[config.mk]
export PLATFORM = sky130hd
export DESIGN_NAME = dmem_arbiter_flat
export DESIGN_NICKNAME = d
export VERILOG_FILES = /design/src/rtl/dmem_arbiter_if.sv /design/src/rtl/dmem_arbiter.sv /design/src/flat_wrapper.sv
export SDC_FILE = /design/constraint.sdc
export NUM_CORES = 1
export LEC_CHECK = 0
export BUFFER_PORTS_ARGS = -buffer_cell sky130_fd_sc_hd__buf_2
export CAP_MARGIN = 25
export CORE_AREA = 2 2 103 105
export DETAILED_ROUTE_END_ITERATION = 10
export DIE_AREA = 0 0 105 107
export PLACE_DENSITY = 0.7
export SYNTH_ARGS = -nofsm -noshare
export SYNTH_HDL_FRONTEND = slang
export SYNTH_SLANG_ARGS = --single-unit
[constraint.sdc]
create_clock -name i_clk -period 5.3 [get_ports i_clk]
set_input_delay 1.325 -clock i_clk [delete_from_list [all_inputs] [get_ports i_clk]]
set_output_delay 1.325 -clock i_clk [all_outputs]
set_load 0.02 [all_outputs]
[src/rtl/dmem_arbiter_if.sv]
// Bundle of the two requester ports and the shared data-memory port seen by dmem_arbiter.
// The master modport is the requester/memory side; the slave modport is the arbiter.
interface dmem_arbiter_if;
   logic        i_m0_req;
   logic [15:0] i_m0_addr;
   logic [31:0] i_m0_wdata;
   logic        i_m0_wren;
   logic [2:0]  i_m0_ctrl;
   logic        i_m0_lock;
   logic        o_m0_gnt;
   logic        o_m0_rvalid;
   logic [31:0] o_m0_rdata;

   logic        i_m1_req;
   logic [15:0] i_m1_addr;
   logic [31:0] i_m1_wdata;
   logic        i_m1_wren;
   logic [2:0]  i_m1_ctrl;
   logic        i_m1_lock;
   logic        o_m1_gnt;
   logic        o_m1_rvalid;
   logic [31:0] o_m1_rdata;

   logic [15:0] o_mem_addr;
   logic [31:0] o_mem_wdata;
   logic        o_mem_wren;
   logic [2:0]  o_mem_ctrl;
   logic [31:0] i_mem_rdata;
   logic [1:0]  o_owner;

   modport slave (
      input  i_m0_req, i_m0_addr, i_m0_wdata, i_m0_wren, i_m0_ctrl, i_m0_lock,
      output o_m0_gnt, o_m0_rvalid, o_m0_rdata,
      input  i_m1_req, i_m1_addr, i_m1_wdata, i_m1_wren, i_m1_ctrl, i_m1_lock,
      output o_m1_gnt, o_m1_rvalid, o_m1_rdata,
      output o_mem_addr, o_mem_wdata, o_mem_wren, o_mem_ctrl, o_owner,
      input  i_mem_rdata
   );

   modport master (
      output i_m0_req, i_m0_addr, i_m0_wdata, i_m0_wren, i_m0_ctrl, i_m0_lock,
      input  o_m0_gnt, o_m0_rvalid, o_m0_rdata,
      output i_m1_req, i_m1_addr, i_m1_wdata, i_m1_wren, i_m1_ctrl, i_m1_lock,
      input  o_m1_gnt, o_m1_rvalid, o_m1_rdata,
      input  o_mem_addr, o_mem_wdata, o_mem_wren, o_mem_ctrl, o_owner,
      output i_mem_rdata
   );
endinterface

[src/rtl/dmem_arbiter.sv]
// Round-robin arbiter sharing one data-memory port between the LSU (m0) and a debug/DMA
// master (m1), with bounded lock ownership and one-cycle registered read return.
module dmem_arbiter #(
   parameter int LOCK_MAX = 16
) (
   input  logic           i_clk,
   input  logic           i_rst,
   dmem_arbiter_if.slave  bus
);

   typedef enum logic [1:0] {
      IDLE = 2'b00,
      OWN0 = 2'b01,
      OWN1 = 2'b10
   } state_t;

   localparam logic [7:0] LCNT_LAST = 8'(LOCK_MAX - 1);

   state_t      state;
   logic        prio;
   logic [7:0]  lcnt;
   logic        gnt0;
   logic        gnt1;
   logic        gnt_lock;
   logic        m0_rvld_p1;
   logic        m1_rvld_p1;
   logic [31:0] m0_rdata_p1;
   logic [31:0] m1_rdata_p1;

   // Stage p0: combinational grant and memory request mux
   always_comb begin
      gnt0 = 1'b0;
      gnt1 = 1'b0;
      case (state)
         IDLE: begin
            if (bus.i_m0_req && bus.i_m1_req) begin
               gnt0 = ~prio;
               gnt1 = prio;
            end else begin
               gnt0 = bus.i_m0_req;
               gnt1 = bus.i_m1_req;
            end
         end
         OWN0:    gnt0 = bus.i_m0_req;
         OWN1:    gnt1 = bus.i_m1_req;
         default: ;
      endcase
      if (i_rst) begin
         gnt0 = 1'b0;
         gnt1 = 1'b0;
      end
   end

   always_comb begin
      bus.o_mem_addr  = 16'h0000;
      bus.o_mem_wdata = 32'h0000_0000;
      bus.o_mem_wren  = 1'b0;
      bus.o_mem_ctrl  = 3'b010;
      gnt_lock        = 1'b0;
      if (gnt0) begin
         bus.o_mem_addr  = bus.i_m0_addr;
         bus.o_mem_wdata = bus.i_m0_wdata;
         bus.o_mem_wren  = bus.i_m0_wren;
         bus.o_mem_ctrl  = bus.i_m0_ctrl;
         gnt_lock        = bus.i_m0_lock;
      end else if (gnt1) begin
         bus.o_mem_addr  = bus.i_m1_addr;
         bus.o_mem_wdata = bus.i_m1_wdata;
         bus.o_mem_wren  = bus.i_m1_wren;
         bus.o_mem_ctrl  = bus.i_m1_ctrl;
         gnt_lock        = bus.i_m1_lock;
      end
   end

   assign bus.o_m0_gnt = gnt0;
   assign bus.o_m1_gnt = gnt1;

   // Stage p1: ownership FSM, round-robin pointer and registered read return
   always_ff @(posedge i_clk) begin
      if (i_rst) begin
         state       <= IDLE;
         prio        <= 1'b0;
         lcnt        <= 8'd0;
         m0_rvld_p1  <= 1'b0;
         m1_rvld_p1  <= 1'b0;
         m0_rdata_p1 <= 32'h0000_0000;
         m1_rdata_p1 <= 32'h0000_0000;
      end else begin
         m0_rvld_p1 <= gnt0 && !bus.i_m0_wren;
         m1_rvld_p1 <= gnt1 && !bus.i_m1_wren;
         if (gnt0 && !bus.i_m0_wren) m0_rdata_p1 <= bus.i_mem_rdata;
         if (gnt1 && !bus.i_m1_wren) m1_rdata_p1 <= bus.i_mem_rdata;

         if (gnt0 || gnt1) begin
            // A forced release leaves prio pointing at the other master, so it wins next.
            prio <= gnt0;
            if (gnt_lock && (lcnt < LCNT_LAST)) begin
               state <= gnt0 ? OWN0 : OWN1;
               lcnt  <= lcnt + 8'd1;
            end else begin
               state <= IDLE;
               lcnt  <= 8'd0;
            end
         end else if (state != IDLE) begin
            state <= IDLE;
            lcnt  <= 8'd0;
         end
      end
   end

   assign bus.o_m0_rvalid = m0_rvld_p1;
   assign bus.o_m1_rvalid = m1_rvld_p1;
   assign bus.o_m0_rdata  = m0_rdata_p1;
   assign bus.o_m1_rdata  = m1_rdata_p1;
   assign bus.o_owner     = state;

endmodule
[src/flat_wrapper.sv]
// flat-port wrapper written by rule: the top's interface ports become plain ports
module dmem_arbiter_flat 
#(
   parameter int LOCK_MAX = 16
)
  (i_clk, i_rst, bus_i_m0_req, bus_i_m0_addr, bus_i_m0_wdata, bus_i_m0_wren, bus_i_m0_ctrl, bus_i_m0_lock, bus_o_m0_gnt, bus_o_m0_rvalid, bus_o_m0_rdata, bus_i_m1_req, bus_i_m1_addr, bus_i_m1_wdata, bus_i_m1_wren, bus_i_m1_ctrl, bus_i_m1_lock, bus_o_m1_gnt, bus_o_m1_rvalid, bus_o_m1_rdata, bus_o_mem_addr, bus_o_mem_wdata, bus_o_mem_wren, bus_o_mem_ctrl, bus_o_owner, bus_i_mem_rdata);
  dmem_arbiter_if bus_i ();
  input  logic i_clk;
  input  logic i_rst;
  input wire logic [$bits(bus_i.i_m0_req)-1:0] bus_i_m0_req;
  input wire logic [$bits(bus_i.i_m0_addr)-1:0] bus_i_m0_addr;
  input wire logic [$bits(bus_i.i_m0_wdata)-1:0] bus_i_m0_wdata;
  input wire logic [$bits(bus_i.i_m0_wren)-1:0] bus_i_m0_wren;
  input wire logic [$bits(bus_i.i_m0_ctrl)-1:0] bus_i_m0_ctrl;
  input wire logic [$bits(bus_i.i_m0_lock)-1:0] bus_i_m0_lock;
  output wire logic [$bits(bus_i.o_m0_gnt)-1:0] bus_o_m0_gnt;
  output wire logic [$bits(bus_i.o_m0_rvalid)-1:0] bus_o_m0_rvalid;
  output wire logic [$bits(bus_i.o_m0_rdata)-1:0] bus_o_m0_rdata;
  input wire logic [$bits(bus_i.i_m1_req)-1:0] bus_i_m1_req;
  input wire logic [$bits(bus_i.i_m1_addr)-1:0] bus_i_m1_addr;
  input wire logic [$bits(bus_i.i_m1_wdata)-1:0] bus_i_m1_wdata;
  input wire logic [$bits(bus_i.i_m1_wren)-1:0] bus_i_m1_wren;
  input wire logic [$bits(bus_i.i_m1_ctrl)-1:0] bus_i_m1_ctrl;
  input wire logic [$bits(bus_i.i_m1_lock)-1:0] bus_i_m1_lock;
  output wire logic [$bits(bus_i.o_m1_gnt)-1:0] bus_o_m1_gnt;
  output wire logic [$bits(bus_i.o_m1_rvalid)-1:0] bus_o_m1_rvalid;
  output wire logic [$bits(bus_i.o_m1_rdata)-1:0] bus_o_m1_rdata;
  output wire logic [$bits(bus_i.o_mem_addr)-1:0] bus_o_mem_addr;
  output wire logic [$bits(bus_i.o_mem_wdata)-1:0] bus_o_mem_wdata;
  output wire logic [$bits(bus_i.o_mem_wren)-1:0] bus_o_mem_wren;
  output wire logic [$bits(bus_i.o_mem_ctrl)-1:0] bus_o_mem_ctrl;
  output wire logic [$bits(bus_i.o_owner)-1:0] bus_o_owner;
  input wire logic [$bits(bus_i.i_mem_rdata)-1:0] bus_i_mem_rdata;
  assign bus_i.i_m0_req = bus_i_m0_req;
  assign bus_i.i_m0_addr = bus_i_m0_addr;
  assign bus_i.i_m0_wdata = bus_i_m0_wdata;
  assign bus_i.i_m0_wren = bus_i_m0_wren;
  assign bus_i.i_m0_ctrl = bus_i_m0_ctrl;
  assign bus_i.i_m0_lock = bus_i_m0_lock;
  assign bus_o_m0_gnt = bus_i.o_m0_gnt;
  assign bus_o_m0_rvalid = bus_i.o_m0_rvalid;
  assign bus_o_m0_rdata = bus_i.o_m0_rdata;
  assign bus_i.i_m1_req = bus_i_m1_req;
  assign bus_i.i_m1_addr = bus_i_m1_addr;
  assign bus_i.i_m1_wdata = bus_i_m1_wdata;
  assign bus_i.i_m1_wren = bus_i_m1_wren;
  assign bus_i.i_m1_ctrl = bus_i_m1_ctrl;
  assign bus_i.i_m1_lock = bus_i_m1_lock;
  assign bus_o_m1_gnt = bus_i.o_m1_gnt;
  assign bus_o_m1_rvalid = bus_i.o_m1_rvalid;
  assign bus_o_m1_rdata = bus_i.o_m1_rdata;
  assign bus_o_mem_addr = bus_i.o_mem_addr;
  assign bus_o_mem_wdata = bus_i.o_mem_wdata;
  assign bus_o_mem_wren = bus_i.o_mem_wren;
  assign bus_o_mem_ctrl = bus_i.o_mem_ctrl;
  assign bus_o_owner = bus_i.o_owner;
  assign bus_i.i_mem_rdata = bus_i_mem_rdata;
  dmem_arbiter #(.LOCK_MAX(LOCK_MAX)) u_core (.i_clk(i_clk), .i_rst(i_rst), .bus(bus_i));
endmodule
# [Yosys cells after proc, flatten, opt, wreduce, memory -nomap -nowiden]
# Cells that the tools add are included.
[word_totals] ramBits=0 latch_bits=0 regBits=77 n_memories=0 elab_cells=45 romBits=0 output_inout_bits=122
[classes] eq_ne=2 n_mux=23 magnitude_cmp=1 add_sub_neg=1 bitwise=1 div=0 mul=0 n_reduce_logical=10 shifts=0
[ops] operator="32-bit 2-to-1 mux" n=2
[ops] operator="16-bit 2-to-1 mux" n=2
[ops] operator="8-bit 2-to-1 mux" n=3
[ops] operator="8-bit by 1-bit adder with 8-bit output, second input constant" n=1
[ops] operator="8-bit by 4-bit < comparator with 1-bit output, second input constant" n=1
[ops] operator="1-bit 2-to-1 mux" n=8
[ops] operator="2-bit 2-to-1 mux" n=4
[ops] operator="3-bit 2-to-1 mux" n=2
[ops] operator="1-bit logical AND" n=4
[ops] operator="1-bit case mux with 2 select lines" n=2
[ops] operator="2-bit nonzero test" n=2
[ops] operator="2-bit by 1-bit equality test with 1-bit output, second input constant" n=1
[ops] operator="2-bit equality test, second input constant" n=1
[ops] operator="1-bit logical NOT" n=2
[ops] operator="2-bit logical NOT" n=1
[ops] operator="1-bit logical OR" n=1
[ops] operator="1-bit inverter" n=1

# [Longest topological paths before layout]
# Gate-level depths: netlist of the first run.
[depth] depth_word=9 mapped_depth=7

# [Least setup slack after synthesis of the first run]
# Ideal clock, no wire load.
[synth_path] path_type="input -> output" from="input port i_rst" to="output port bus_o_mem_ctrl[0]" t_arrival_ps=2560 required_ps=3975 slack_ps=1415 stages=4 cell_sequence="buf_2 nor3_2 clkbuf_1 a22o_1"
[synth_via] elab_chain_cells=3 elab_cells_between_ends=4 classes_between="mux: 4"
[synth_lines] item="start: declaration" line_no="flat_wrapper.sv:9" rtl="input logic i_rst;"
[synth_lines] item="1-bit 2-to-1 mux" line_no="dmem_arbiter.sv:48" rtl="if (i_rst) begin"
[synth_lines] item="net bus_o_m1_gnt" line_no="flat_wrapper.sv:25" rtl="output wire logic [$bits(bus_i.o_m1_gnt)-1:0] bus_o_m1_gnt;"
[synth_lines] item="3-bit 2-to-1 mux" line_no="dmem_arbiter.sv:66" rtl="end else if (gnt1) begin"
[synth_lines] item="3-bit 2-to-1 mux" line_no="dmem_arbiter.sv:60" rtl="if (gnt0) begin"
[synth_lines] item="end: declaration" line_no="flat_wrapper.sv:31" rtl="output wire logic [$bits(bus_i.o_mem_ctrl)-1:0] bus_o_mem_ctrl;"
# The timed path passes the listed nets, and every way through them passes these cells.

# [Final worst setup path of the first run]
[layout_path] from="input port i_rst" to="output port bus_o_mem_ctrl[0]"
[layout_via] elab_chain_cells=3 elab_cells_between_ends=4 classes_between="mux: 4"
[layout_lines] item="1-bit 2-to-1 mux" line_no="dmem_arbiter.sv:48"
[layout_lines] item="3-bit 2-to-1 mux" line_no="dmem_arbiter.sv:66"
[layout_lines] item="3-bit 2-to-1 mux *" line_no="dmem_arbiter.sv:60"
# Mark *: on every way between the ends. The rest lies on a longest branch, timed or not.

==> results of run 1 <==
[cells by family (layout without fill, tap and decap cells)]
kind of cell,Yosys count,after routing,share of synthesized area [%]
other cells,0,5,0
xor+xnor,1,1,0.267
flops,77,77,46.9
buf+inv,38,292,4.91
simple gates,160,160,21.2
fa+ha+maj,1,1,0.381
compound gates,126,126,26.3
[layout make-up]
type	instances	area, µm²	share of cell area, %
Antenna cell	5	12.5	0.255
Clock buffer	9	124	2.52
Timing Repair Buffer	269	1360	27.7
Sequential cell	77	1540	31.4
Multi-Input combinational cell	288	1590	32.4
Clock inverter	7	80.1	1.63
Tap cell	136	170	3.47
Inverter	7	26.3	0.536
[registers in the layout, summed over array words and instances, names as in the netlist]
name,flops
u_core.bus.o_m1_rdata,32
u_core.bus.o_owner,2
u_core.lcnt,8
u_core.bus.o_m0_rvalid,1
u_core.bus.o_m0_rdata,32
u_core.prio,1
u_core.bus.o_m1_rvalid,1
[placed cells by master (no fill, tap or decap), types with 2 or more instances in the layout]
master / count
buf_2: 263
nand2_1: 132
dfxtp_1: 77
a21oi_1: 65
a22o_1: 50
clkbuf_8: 9
buf_4: 6
diode_2: 5
inv_1: 5
nand3_1: 5
nor2_1: 4
and2_1: 4
nor3b_2: 3
nand2b_1: 2
a211oi_1: 2
inv_2: 2
o21ai_1: 2
inv_6: 2
[per-layer routing]
layer | up-vias | part of all wire [%] | wire length (µm) | track usage [%]
li1 | 1889 | - | - | -
met4 | 4 | 2.4 | 368 | 9.43
met2 | 178 | 49 | 7460 | 43.6
met3 | 24 | 7.6 | 1160 | 6.44
met5 | - | 0.18 | 28 | 0
met1 | 1836 | 41 | 6270 | 32.2
[worst register-to-register path: stages (launching register included)]
cell     delay, ns
dfxtp_1       0.44
or3b_1        0.19
nand3_2       0.57
inv_2         0.74
nand2_1       0.16
a21oi_1       0.15
[path summary, 6_finish.rpt]
kind / to / slack [ns]
worst max-delay path: bus_o_mem_ctrl[0] / 1.07
worst min-delay path: u_core.lcnt[5]$_SDFFE_PP0P_ / 0.45
worst max register to register: u_core.bus.o_m1_rdata[16]$_SDFFE_PP0P_ / 2.98
worst min register to register: u_core.lcnt[5]$_SDFFE_PP0P_ / 0.45
[stage by stage]
step	util, %	setup slack [ns]	cell area (µm²)
2_1_floorplan	-	1.42	3290
6_report	48.6	1.07	4910
4_1_cts	48.5	1.12	4890
3_5_place_dp	46.5	1.13	4690
5_1_grt	48.5	1.05	4890
3_3_place_gp	46.5	1.13	4690
[power by group]
| part | switching, mW | leakage, nW | total [mW] | internal, mW |
|---|---|---|---|---|
| clock network | 0.233 | 0.102 | 0.456 | 0.224 |
| registers | 0.00938 | 0.624 | 0.604 | 0.595 |
| logic | 0.168 | 1.72 | 0.274 | 0.106 |
==> results_dict.tcl, run 1 <==
set metrics [dict create \
    status "completed" \
    grt_pass1_wl_mm 21.7 \
    min_delay_path_depth 1 \
    syn-num-nets 546 \
    drcViolationCount 0 \
    io_buffer_count 263 \
    area_growth_pct 49.3 \
    timing.hold.ws_ns 0.453 \
    final.setup.tns_ns 0 \
    hp-start "u_core.lcnt[5]$_SDFFE_PP0P_" \
    via_count 3931 \
    die_h_um 107 \
    ys.flop_type "dfxtp_1" \
    synth_cells 403 \
    num-fill-cells 1051 \
    grt_pass1_vias 3739 \
    cts_tree "yes" \
    drive_above_1_share_pct 45.1 \
    rsz0062_at_grt "false" \
    critPathBufInv 4 \
    path_class "in -> out" \
    fin_total_pwr_mw 1.33 \
    synth_edf_count 0 \
    worstHoldPathType "reg -> reg" \
    num-nets-final 795 \
    worstPathCellList "buf_2 > buf_4 > nor3_4 > buf_4 > a22o_1 > buf_2" \
    p_leak_nw 2.44 \
    synthDominantCellAreaShare_pct 46.9 \
    finalNonFillerCells 798 \
    routedWlPerCell_um 19.2 \
    synth_top_area_cell "dfxtp_1" \
    crit_path_max_fanout 73 \
    arrival_ns 2.90 \
    routed_wl_mm 15.3 \
    cts_max_path_buffers 2 \
    routed_via_density 4.93 \
    relSlewSlack_pct 46.4 \
    dp_cells 777 \
    dp_hpwl_mm 12.1 \
    start_util_pct 32.6 \
    synth.distinct_cells 33 \
    clock-sinks 77 \
    max_slew.worst_pin.slew_ns 0.804 \
    post-cts-setup-buffers 0 \
    finalHoldViolations 0 \
    ys_ff_latch 77 \
    yosysSeqAreaShare_pct 46.9 \
    report.final.slew_viol_count 0 \
    startpoint_type "input pin" \
    synth_area_leaders "dfxtp_1 47%, nand2_1 15%, a22o_1 13%, a21oi_1 9.9%, buf_2 2.3%" \
    max_freq_mhz 237 \
    synthesis.area_mm2 0.00329 \
    crit_path_start "i_rst" \
    crit_path_top_delay_cell "buf_4" \
    max_stage_delay_ns 0.60 \
    rows 37 \
    num_io_pins 264 \
    period_share_pct 79.8 \
    clk_pin_slew_ns 0.08 \
    die_w_um 105 \
    path_delay_family "buffers and inverters" \
    vdd_ir_drop_max_mv 0.178 \
    globalplace.congestion 0.928 \
    end_kind "output pin" \
    ys_warn_count 0 \
    syn_avg_cell_area_um2 8.15 \
    drt_iter0_drc 242 \
    antenna_found_initial 2 \
    first_pass_iters 4 \
    grt_max_degree 74 \
    p_per_area_mw_per_mm2 272 \
    worst-path-stages 6 \
    cts_resized 0 \
    cts_made_buffers 9 \
    reg2reg_from "u_core.bus.o_owner[1]$_SDFFE_PP0P_" \
    cts-root-buf "clkbuf_8" \
    htree_num_levels 3 \
    worstPathRequired_ns 3.97 \
    cts-hold-fix-buffers 0 \
    grt_overflow_total 0 \
    core-area_mm2 0.0101 \
    yosysMostFrequentCell "nand2_1" \
    ant_nets 0 \
    clock_skew_ns 0.0137 \
    clk_latency_ns 0.36 \
    die_area_mm2 0.0112 \
    maxCapViolations 0 \
    async_flop_share_pct 0 \
    setup_viol 0 \
    fin_crit_ns 4.23 \
    ff2ff_path_depth 5 \
    synthTopCellsByCount "132 x nand2_1, 77 x dfxtp_1, 65 x a21oi_1" \
    track_usage_pct 25.9 \
]
Power figures use the tool's default switching activity.
==> run 2, diff against run 1 <==
==> constraint.sdc (replaced) <==
create_clock -name i_clk -period 4.4 [get_ports i_clk]
set_input_delay 1.1 -clock i_clk [delete_from_list [all_inputs] [get_ports i_clk]]
set_output_delay 1.1 -clock i_clk [all_outputs]
set_load 0.02 [all_outputs]
==> results_dict.tcl, run 2 (synthesis gave the netlist of run 1 again) <==
set metrics [dict create \
    place_area_mm2 0.00470 \
    clk_pin_slew_ns 0.08 \
    cts_made_buffers 9 \
    post-cts-setup-buffers 0 \
    cts-hold-fix-buffers 0 \
    cts-root-buf "clkbuf_8" \
    ant_nets 0 \
    p_per_area_mw_per_mm2 332 \
    core-area_mm2 0.0101 \
    antenna_found_initial 3 \
    io_buffer_count 263 \
    area_growth_pct 50.2 \
    routedWlPerCell_um 19.5 \
    rows 37 \
    grt_max_degree 73 \
    clk_latency_ns 0.34 \
    die_w_um 105 \
    combinationalPowerShare_pct 20.2 \
    rsz0062_at_grt "false" \
    final_cell_mix "263 x buf_2, 132 x nand2_1, 77 x dfxtp_1" \
    report.final.slew_viol_count 0 \
    routed_wl_mm 15.6 \
    drcViolationCount 0 \
    cts_resized 0 \
    period_share_pct 82.6 \
    worstPathRequired_ns 3.30 \
    num-nets-final 795 \
    start_util_pct 32.6 \
    drive_above_1_share_pct 44.7 \
    crit_path_max_fanout 33 \
    worstHoldPathType "reg -> reg" \
    rrSetupSlack_ns 2.45 \
    final.setup.tns_ns 0 \
    cts_max_path_buffers 2 \
    max_freq_mhz 275 \
    dp_cells 777 \
    num_io_pins 264 \
    max_slew.worst_pin.slew_ns 0.764 \
    end_kind "output pin" \
    fin_total_pwr_mw 1.64 \
    startpoint_type "input pin" \
    htree_num_levels 3 \
    track_usage_pct 26.5 \
    path_class "in -> out" \
    stdcell_area_mm2 0.00493 \
    relSlewSlack_pct 49.1 \
    seqPwrFrac_pct 44.5 \
    grt_overflow_total 0 \
    setup_viol 0 \
    num-fill-cells 1070 \
    maxCapViolations 0 \
    p_leak_nw 2.45 \
    swShare_pct 28.7 \
    via_count 3922 \
    finalNonFillerCells 800 \
    globalplace.congestion 0.991 \
    die_h_um 107 \
    final_common_cell "buf_2" \
    cts_tree "yes" \
    p_sw_uw 469 \
    drt_iter0_drc 230 \
    dp_hpwl_mm 12.5 \
    grt_pass1_vias 3700 \
    arrival_ns 2.53 \
    clock-sinks 77 \
    grt_pass1_wl_mm 22.2 \
    finalHoldViolations 0 \
    timing.hold.ws_ns 0.454 \
    status "completed" \
    first_pass_iters 4 \
    clock_skew_ns 0.0157 \
    routed_via_density 4.90 \
    die_area_mm2 0.0112 \
    fin_crit_ns 3.63 \
    internal_power_mw 1.17 \
    vdd_ir_drop_max_mv 0.219 \
    clock_power_share_pct 35.3 \
]
[run 2: layout make-up]
type,instances,area [µm²],area share [%]
antenna,7,17.5,0.355
clock buffer,11,131,2.66
clock inverter,5,82.6,1.67
inverter,7,26.3,0.533
multi-input combinational,288,1590,32.2
sequential,77,1540,31.2
tap,136,170,3.45
timing repair buffer,269,1370,27.8
[run 2: worst max-delay path, stage by stage]
cell     delay, ns
buf_2         0.13
nor3b_2       0.22
and2_2        0.47
buf_12        0.25
a22o_1        0.19
buf_2         0.17
[run 2: worst paths after layout]
path,startpoint,to,depth (start not counted)
worst max register to register,u_core.bus.o_owner[1]$_SDFFE_PP0P_,u_core.bus.o_m1_rdata[22]$_SDFFE_PP0P_,6
worst max-delay path,i_rst,bus_o_mem_addr[11],6
worst min-delay path,u_core.lcnt[5]$_SDFFE_PP0P_,u_core.lcnt[5]$_SDFFE_PP0P_,1
worst min register to register,u_core.lcnt[5]$_SDFFE_PP0P_,u_core.lcnt[5]$_SDFFE_PP0P_,1
[run 2: power by group through the flow]
stage	Combinational (mW)	Clock (mW)	Sequential [mW]
3_3_place_gp	0.330	0	0.743
2_1_floorplan	0.149	0	0.766
3_5_place_dp	0.329	0	0.744
6_report	0.331	0.578	0.728
5_1_grt	0.351	0.618	0.730
4_1_cts	0.331	0.587	0.728
[run 2: stage by stage]
stage / worst slack [ns] / utilization (%)
2_1_floorplan: 0.965 / -
3_3_place_gp: 0.844 / 46.6
3_5_place_dp: 0.799 / 46.6
4_1_cts: 0.788 / 48.7
5_1_grt: 0.656 / 48.7
6_report: 0.766 / 48.9
[run 2: per-layer routing]
| metal | track usage (%) | part of all wire [%] |
|---|---|---|
| met1 | 31.7 | 40 |
| met2 | 44.9 | 49 |
| met3 | 8.39 | 8.3 |
| met4 | 9.24 | 2.3 |
| met5 | 0 | 0.083 |
==> run 3, diff against run 2 <==
--- a/config.mk
+++ b/config.mk
@@ -10,7 +10,7 @@
 export CORE_AREA = 2 2 103 105
 export DETAILED_ROUTE_END_ITERATION = 10
 export DIE_AREA = 0 0 105 107
-export PLACE_DENSITY = 0.7
+export PLACE_DENSITY = 0.72
 export SYNTH_ARGS = -nofsm -noshare
 export SYNTH_HDL_FRONTEND = slang
 export SYNTH_SLANG_ARGS = --single-unit
==> constraint.sdc (replaced) <==
create_clock -name i_clk -period 3.2 [get_ports i_clk]
set_input_delay 0.8 -clock i_clk [delete_from_list [all_inputs] [get_ports i_clk]]
set_output_delay 0.8 -clock i_clk [all_outputs]
set_load 0.02 [all_outputs]
==> results_dict.tcl, run 3 (synthesis gave the netlist of run 1 again) <==
set metrics [dict create \
    status "completed" \
    clock_skew_ns 0.00868 \
    worstPathCellList "buf_2 > nor3b_2 > and2_2 > buf_12 > a22o_1 > buf_2" \
    report.final.slew_viol_count 0 \
    p_leak_nw 2.46 \
    p_per_area_mw_per_mm2 455 \
    cts_made_buffers 9 \
    post-cts-setup-buffers 0 \
    clk_latency_ns 0.35 \
    fin_crit_ns 2.90 \
    num-nets-final 795 \
    start_util_pct 32.6 \
    die_area_mm2 0.0112 \
    relSlewSlack_pct 49.2 \
    clk_pin_slew_ns 0.07 \
    crit_path_top_delay_cell "and2_2" \
    final_cell_mix "263 x buf_2, 132 x nand2_1, 77 x dfxtp_1" \
    maxCapViolations 0 \
    cts-root-buf "clkbuf_8" \
    finalHoldViolations 0 \
    drt_iter0_drc 264 \
    area_growth_pct 50.3 \
    cts-hold-fix-buffers 0 \
    hp-start "u_core.lcnt[5]$_SDFFE_PP0P_" \
    cts_max_path_buffers 2 \
    worst_path_most_repeated_cell "buf_2" \
    antenna_found_initial 0 \
    path_class "in -> out" \
    stdcell_area_mm2 0.00494 \
    startpoint_type "input pin" \
    routed_wl_mm 12.6 \
    diodes 0 \
    grt_max_degree 73 \
    rsz0062_at_grt "false" \
    die_h_um 107 \
    worstHoldPathType "reg -> reg" \
    crit_path_max_fanout 40 \
    drive_above_1_share_pct 45.1 \
    place_area_mm2 0.00471 \
    cts_tree "yes" \
    htree_num_levels 3 \
    period_share_pct 90.7 \
    final_common_cell "buf_2" \
    reg2reg_from "u_core.bus.o_owner[1]$_SDFFE_PP0P_" \
    cts_resized 0 \
    final.setup.tns_ns 0 \
    vdd_ir_drop_max_mv 0.273 \
    end_kind "output pin" \
    rows 37 \
    grt_overflow_total 0 \
    drcViolationCount 0 \
    routedWlPerCell_um 16.0 \
    grt_pass1_vias 3698 \
    num-fill-cells 1022 \
    first_pass_iters 4 \
    io_buffer_count 263 \
    via_count 3890 \
    dp_hpwl_mm 9.84 \
    setup_viol 0 \
    max_slew.worst_pin.slew_ns 0.762 \
    crit_path_start "i_rst" \
    die_w_um 105 \
    num_io_pins 264 \
    max_freq_mhz 345 \
    worstPathRequired_ns 2.40 \
    clock-sinks 77 \
    grt_pass1_wl_mm 18.9 \
    core-area_mm2 0.0101 \
    routed_via_density 4.91 \
    globalplace.congestion 0.964 \
    arrival_ns 2.10 \
    ant_nets 0 \
    track_usage_pct 21.4 \
    max_stage_delay_ns 0.35 \
]
-- run 3: cell types whose count changed in the layout (fill, tap and decap cells not counted) --
cell / before / now
clkbuf_8: 9 / 10
clkinv_2: 1 / 2
diode_2: 7 / 0
clkinvlp_4: 0 / 1
buf_4: 5 / 4
buf_12: 1 / 2
clkbuf_1: 2 / 0
inv_6: 1 / 0
-- run 3: worst max-delay path: cells and delay by family --
kind,cells,cell delay [ns]
AND/OR/NAND/NOR,2,0.56
buffers and inverters,3,0.54
AO/OA/AOI/OAI,1,0.18
-- run 3: through the flow --
| step | hold slack (ns) | utilization [%] | setup slack (ns) | power (mW) | std cells |
|---|---|---|---|---|---|
| global route | 0.460 | 48.9 | 0.220 | 2.34 | 793 |
| finish | 0.443 | 48.9 | 0.299 | 2.25 | 793 |
| CTS | 0.446 | 48.9 | 0.305 | 2.26 | 793 |
| detailed placement | 0.435 | 46.7 | 0.315 | 1.46 | 777 |
| floorplan | 0.424 | - | 0.365 | 1.26 | 403 |
| global placement | 0.430 | 46.7 | 0.356 | 1.46 | 777 |
-- run 3: cell type report --
class,count,area (µm²),area share [%]
inverter,7,26.3,0.532
sequential,77,1540,31.2
clock inverter,6,86.3,1.75
timing repair buffer,269,1390,28.1
clock buffer,10,138,2.79
tap,136,170,3.45
multi-input combinational,288,1590,32.2
-- run 3: path summary, 6_finish.rpt --
check	endpoint	slack, ns	cells after the start
worst min-delay path	u_core.lcnt[5]$_SDFFE_PP0P_	0.44	1
worst min register to register	u_core.lcnt[5]$_SDFFE_PP0P_	0.44	1
worst max-delay path	bus_o_mem_addr[11]	0.30	6
worst max register to register	u_core.bus.o_m0_rdata[5]$_SDFFE_PP0P_	1.32	6
-- run 3: power by group --
| part | total, mW | internal [mW] | switching, mW | leakage, nW |
|---|---|---|---|---|
| clock | 0.802 | 0.459 | 0.344 | 0.112 |
| combinational | 0.442 | 0.178 | 0.265 | 1.72 |
| sequential | 1.00 | 0.985 | 0.0152 | 0.624 |
-- run 3: metal layers --
metal / vias up / GRT usage, % / part of all wire (%)
li1: 1884 / - / -
met4: 0 / 11.0 / 3.8
met1: 1799 / 23.2 / 37
met3: 32 / 6.57 / 8.8
met5: - / 0 / 0
met2: 175 / 37.6 / 50
